`config.mk`:
```
export PLATFORM = sky130hd
export DESIGN_NAME = serial_subtractor_flat
export DESIGN_NICKNAME = d
export VERILOG_FILES = /design/src/rtl/serial_subtractor_pkg.sv /design/src/rtl/serial_subtractor_if.sv /design/src/rtl/serial_subtractor_fs.sv /design/src/rtl/serial_subtractor.sv /design/src/flat_wrapper.sv
export SDC_FILE = /design/constraint.sdc
export NUM_CORES = 1
export LEC_CHECK = 0
export CAP_MARGIN = 20
export CORE_ASPECT_RATIO = 1.1
export CORE_MARGIN = 2
export CORE_UTILIZATION = 38
export CTS_BUF_LIST = sky130_fd_sc_hd__clkbuf_4
export DETAILED_ROUTE_END_ITERATION = 12
export GPL_TIMING_DRIVEN = 1
export SYNTH_ARGS = -nofsm -noshare
export SYNTH_HDL_FRONTEND = slang
export SYNTH_SLANG_ARGS = --single-unit
```
`constraint.sdc`:
```
create_clock -name clk -period 1.4 [get_ports clk]
set_input_delay 0.28 -clock clk [delete_from_list [all_inputs] [get_ports clk]]
set_output_delay 0.28 -clock clk [all_outputs]
set_load 0.1 [all_outputs]
```
`src/rtl/serial_subtractor_pkg.sv`:
```
// Shared types and defaults for the bit-serial subtractor.
package serial_sub_pkg;
    typedef enum logic [1:0] {IDLE, SHIFT, DONE} state_t;
    localparam int SUB_W = 4;
endpackage

```
`src/rtl/serial_subtractor_if.sv`:
```
// Start/busy/done handshake plus operand and result buses of the serial subtractor.
interface serial_subtractor_if
    import serial_sub_pkg::*;
#(
    parameter int N = SUB_W
);
    logic         start;
    logic [N-1:0] a_in;
    logic [N-1:0] b_in;
    logic         busy;
    logic         done;
    logic [N-1:0] diff;
    logic         borrow_out;

    modport master (output start, a_in, b_in, input busy, done, diff, borrow_out);
    modport slave  (input start, a_in, b_in, output busy, done, diff, borrow_out);
endinterface

```
`src/rtl/serial_subtractor_fs.sv`:
```
// One-bit full subtractor built from two half subtractors; the per-bit cell of the serial datapath.
module half_subtractor (
    input  logic a,
    input  logic b,
    output logic d,
    output logic bo
);
    assign d  = a ^ b;
    assign bo = ~a & b;
endmodule

module full_subtractor (
    input  logic a,
    input  logic b,
    input  logic bin,
    output logic d,
    output logic bout
);
    logic d1, b1, b2;

    half_subtractor u_hs0 (.a(a),  .b(b),   .d(d1), .bo(b1));
    half_subtractor u_hs1 (.a(d1), .b(bin), .d(d),  .bo(b2));

    assign bout = b1 | b2;
endmodule

```
`src/rtl/serial_subtractor.sv`:
```
// Bit-serial N-bit unsigned subtractor, LSB first, one bit per clock.
// Define SERIAL_SUB_SAT_EN to clamp the result to 0 when the final borrow is set.
module serial_subtractor
    import serial_sub_pkg::*;
#(
    parameter int N = SUB_W
) (
    input  logic                clk,
    input  logic                reset_n,
    serial_subtractor_if.slave  bus
);
    localparam int CW = (N > 1) ? $clog2(N) : 1;
    localparam logic [CW-1:0] LAST = CW'(N - 1);

    state_t        state;
    logic [N-1:0]  a_sr, b_sr, r_sr;
    logic [N-1:0]  diff_q;
    logic          bff, borrow_q, busy_q, done_q;
    logic [CW-1:0] cnt;
    logic          d, bo;
    logic [N-1:0]  res_nxt;

    full_subtractor u_cell (.a(a_sr[0]), .b(b_sr[0]), .bin(bff), .d(d), .bout(bo));

    // The bit produced this cycle lands in the MSB; on the last edge this is the full result.
    assign res_nxt = {d, r_sr[N-1:1]};

    always_ff @(posedge clk) begin
        if (!reset_n) begin
            state    <= IDLE;
            busy_q   <= 1'b0;
            done_q   <= 1'b0;
            a_sr     <= '0;
            b_sr     <= '0;
            r_sr     <= '0;
            bff      <= 1'b0;
            cnt      <= '0;
            diff_q   <= '0;
            borrow_q <= 1'b0;
        end else begin
            case (state)
                IDLE: begin
                    if (bus.start) begin
                        a_sr   <= bus.a_in;
                        b_sr   <= bus.b_in;
                        r_sr   <= '0;
                        bff    <= 1'b0;
                        cnt    <= '0;
                        busy_q <= 1'b1;
                        state  <= SHIFT;
                    end
                end
                SHIFT: begin
                    a_sr <= a_sr >> 1;
                    b_sr <= b_sr >> 1;
                    r_sr <= res_nxt;
                    bff  <= bo;
                    cnt  <= cnt + CW'(1);
                    if (cnt == LAST) begin
`ifdef SERIAL_SUB_SAT_EN
                        diff_q <= bo ? '0 : res_nxt;
`else
                        diff_q <= res_nxt;
`endif
                        borrow_q <= bo;
                        busy_q   <= 1'b0;
                        done_q   <= 1'b1;
                        state    <= DONE;
                    end
                end
                DONE: begin
                    done_q <= 1'b0;
                    state  <= IDLE;
                end
                default: begin
                    busy_q <= 1'b0;
                    done_q <= 1'b0;
                    state  <= IDLE;
                end
            endcase
        end
    end

    assign bus.busy       = busy_q;
    assign bus.done       = done_q;
    assign bus.diff       = diff_q;
    assign bus.borrow_out = borrow_q;
endmodule
```
`src/flat_wrapper.sv`:
```
// flat-port wrapper written by rule: the top's interface ports become plain ports
module serial_subtractor_flat import serial_sub_pkg::*;
#(
    parameter int N = SUB_W
)
  (clk, reset_n, bus_start, bus_a_in, bus_b_in, bus_busy, bus_done, bus_diff, bus_borrow_out);
  serial_subtractor_if #(.N(N)) bus_i ();
  input  logic clk;
  input  logic reset_n;
  input wire logic [$bits(bus_i.start)-1:0] bus_start;
  input wire logic [$bits(bus_i.a_in)-1:0] bus_a_in;
  input wire logic [$bits(bus_i.b_in)-1:0] bus_b_in;
  output wire logic [$bits(bus_i.busy)-1:0] bus_busy;
  output wire logic [$bits(bus_i.done)-1:0] bus_done;
  output wire logic [$bits(bus_i.diff)-1:0] bus_diff;
  output wire logic [$bits(bus_i.borrow_out)-1:0] bus_borrow_out;
  assign bus_i.start = bus_start;
  assign bus_i.a_in = bus_a_in;
  assign bus_i.b_in = bus_b_in;
  assign bus_busy = bus_i.busy;
  assign bus_done = bus_i.done;
  assign bus_diff = bus_i.diff;
  assign bus_borrow_out = bus_i.borrow_out;
  serial_subtractor #(.N(N)) u_core (.clk(clk), .reset_n(reset_n), .bus(bus_i));
endmodule
```
==> key figures <==
Status
  • Outcome: finished, final reports clean

Cells and area
  • Fin cells: 156
  • Synth-to-layout area growth: 34.3%
  • Ant diodes: 0
  • Share of cells above drive strength 1: 0.232
  • Most common cell after layout, fill and taps aside: dfxtp_1
  • Register area: 462 µm²
  • Nets: 139
  • Most frequent cells in the layout: 22 x dfxtp_1, 10 x o21ai_0, 10 x clkdlybuf4s50_1, 10 x buf_4
  • Fin area: 1310 µm²
  • Multi-input logic area: approximately 460 µm²
  • Fill cells: 258

Synthesis
  • Area contributors post-synth: dfxtp_1 47%, o21ai_0 5.1%, nand2b_1 4.5%, nor4b_1 3.6%, a211oi_1 3.1%
  • Mux share of post-synthesis cell area: 0.0320
  • Mapped Cells: 101
  • Ys Warns: 0
  • Syn Std Cell Area: ~980 µm²
  • Post-synthesis compound-gate area fraction: 0.199
  • Async set or reset register ratio after synthesis: 0
  • Post-synthesis simple-gate area fraction: 0.205
  • Count of cell types in the netlist: 28
  • Area share of the largest cell type after synthesis: 0.471
  • Average cell area after synthesis: 9.69 µm²
  • Sequential area share after synthesis: 0.471
  • Post-Syn Nets: 114
  • Largest family of logic cells by synthesized area: simple AND/OR/NAND/NOR gates
  • Flops & latches, synth: 23
  • Post-synth top flop: dfxtp_1
  • EDFF count, synth: 0
  • Xor/xnor share of the synthesized area: 0
  • Post-Synth Adder-Cell Area: 0.0332
  • Largest area contributor in the netlist: dfxtp_1

Clocking
  • Clock buffer count from CTS: 3
  • Root buffer cell: clkbuf_4
  • Clock sink count: 23
  • CTS tree: done
  • H-tree depth: 1
  • Clk slew on worst S/H paths: between 0.1 and 0.15 ns
  • CTS Buffer Depth: 2
  • Worst-Skew Late Latency: 0.31 ns
  • Post-CTS sizing: 0

Worst setup path
  • Worst path arrival time: 1.44 ns
  • Startpoint types: flop
  • Reg2Reg Setup Slack: between 0.15 and 0.2 ns
  • CP endpoint: u_core.a_sr[0]$_SDFFE_PN0P_
  • Crit Path Max Fanout: 10
  • Kind of critical path: flop to flop
  • CP Data Required Time: around 1.6 ns
  • CP endpoint kind: flop
  • R2r startpoint: u_core.state[0]$_SDFFE_PN0P_
  • Crit. Startpoint: u_core.state[0]$_SDFFE_PN0P_
  • R2R cell count: 3
  • R2R Path End: u_core.a_sr[0]$_SDFFE_PN0P_

Place
  • Placed Area: 1280 µm²
  • Gp weighted congestion: about 0.75
  • Port bufs: 17
  • Placed instance count: 151
  • HPWL after DPL: 1.42 mm

Timing
  • Slew margin rel.: 0.777
  • Endpoints failing hold: 0
  • Max Slew Vio Count: 0
  • Fin crit share: 0.868
  • Fmax: 0.823 GHz
  • Clock skew: 0.00706 ns
  • Final setup viols: 0
  • RSZ-0062 raised after global routing: no
  • Min Tclk post-route: 1.22 ns
  • Worst-margin pin slew: about 0.33 ns

Routing
  • DRT iter0 DRCs: 5
  • DRC viols: 0
  • TritonRoute pass-1 iters: 4
  • Via density: around 5.0
  • Drt wl/cell: about 12 µm
  • Post-DRT Antenna Nets: 0
  • Via count: about 780
  • Routed wire length: 1.92 mm

Global routing
  • First-pass GRT wire length: ~3.3 mm
  • Total grt overflow: 0
  • Antenna violations before repair: 0
  • Total global-route track usage: 0.143
  • Largest net degree at the start of global routing: 14
  • Vias in the first global route: 792

Power
  • Cell-internal power: 0.902 mW
  • Sw frac: 0.267
  • Sequential fraction of design power: 0.579
  • Clock power share: 0.249
  • Switching power total: 0.329 mW
  • Worst VDD drop: around 600 µV
  • Combinational power share: 0.173
  • LEAKAGE: 0.479 nW
  • Pwr Density: 937 nW/µm²
  • Power Total: 1.23 mW

Flow run
  • Total of max-cap violations: 0

Floorplan
  • Row count: 19
  • Die area: 3000 µm²
  • Die Span Y: 57.2 µm
  • Core area: 2470 µm²
  • # IOs: 18
  • Chip Width: about 52 µm
  • Initial Util: 0.396

Min path
  • Min-Delay Path Class: flop to flop
[synth_stat cells, drive strengths merged (2+ instances only)]
| library cell | count |
|---|---|
| dfxtp | 23 |
| o21ai | 11 |
| nor2 | 9 |
| nand2b | 7 |
| a211oi | 6 |
| buf | 6 |
| nand2 | 6 |
| nand3 | 5 |
| a21oi | 4 |
| nor4b | 4 |
| o22ai | 4 |
| inv | 2 |
| mux2i | 2 |
| nand4bb | 2 |
[worst max-delay path, stage by stage, from the launching register on]
cell	delay [ns]
dfxtp_1	0.54
o21ba_4	0.28
o21ai_0	0.09
a211oi_1	0.23
[routing by layer]
layer | global-route usage | share of wire
met5 | 0 | 0
met3 | 0.0236 | 0.024
met2 | 0.241 | 0.49
met4 | 0.0549 | 0.0068
met1 | 0.179 | 0.47
[registers in the layout, indices dropped and copies added (netlist names), 2 cells and up]
name and flops:
u_core.b_sr 4, u_core.a_sr 4, u_core.r_sr 3, u_core.state 2, u_core.cnt 2, u_core.bus.diff 4
[power groups by stage]
stage | clock [mW] | sequential (mW) | combinational [mW]
after floorplan | 0 | 0.738 | 0.121
after global placement | 0 | 0.726 | 0.208
after detailed placement | 0 | 0.726 | 0.213
after CTS | 0.320 | 0.712 | 0.215
after global routing | 0.342 | 0.717 | 0.233
final | 0.306 | 0.712 | 0.212
[worst min-delay path by stage]
stage	startpoint	cells past startpoint	to
detailed placement	u_core.r_sr[1]$_SDFFE_PN0P_	2	u_core.bus.diff[0]$_SDFFE_PN0P_
floorplan	u_core.r_sr[1]$_SDFFE_PN0P_	2	u_core.bus.diff[0]$_SDFFE_PN0P_
finish	u_core.cnt[1]$_SDFFE_PN0P_	2	u_core.cnt[1]$_SDFFE_PN0P_
CTS	u_core.a_sr[3]$_SDFFE_PN0P_	2	u_core.a_sr[3]$_SDFFE_PN0P_
global route	u_core.cnt[1]$_SDFFE_PN0P_	2	u_core.cnt[1]$_SDFFE_PN0P_
global placement	u_core.cnt[1]$_SDFFE_PN0P_	2	u_core.cnt[1]$_SDFFE_PN0P_
[final cells by class]
class                      count  share of cell area
sequential                    23               0.351
multi-input combinational     68               0.350
timing repair buffer          27               0.240
tap                           31              0.0295
clock buffer                   3              0.0171
inverter                       3             0.00857
clock inverter                 1             0.00381
[per-stage QoR]
step                setup TNS [ns]   util  setup WS, ns  hold slack (ns)
floorplan                        0      -         0.151            0.445
global placement            -0.104  0.517       -0.0912            0.466
detailed placement          -0.361  0.517       -0.0714            0.475
CTS                              0  0.528        0.0660            0.496
global route                     0  0.531        0.0275            0.512
finish                           0  0.531         0.185            0.493
[logic make-up after synthesis]
family	Yosys count
adder cells (fa/ha/maj)	2
flip-flops	23
AO/OA/AOI/OAI	28
AND/OR/NAND/NOR	35
multiplexers	3
buffers and inverters	10
[repair_timing]
item,in CTS,in global routing
hold buffers,0,0
endpoints found under the hold margin,0,0
buffers inserted,0,1
setup endpoints to repair,0,5
(Power assumes the default switching activity.)
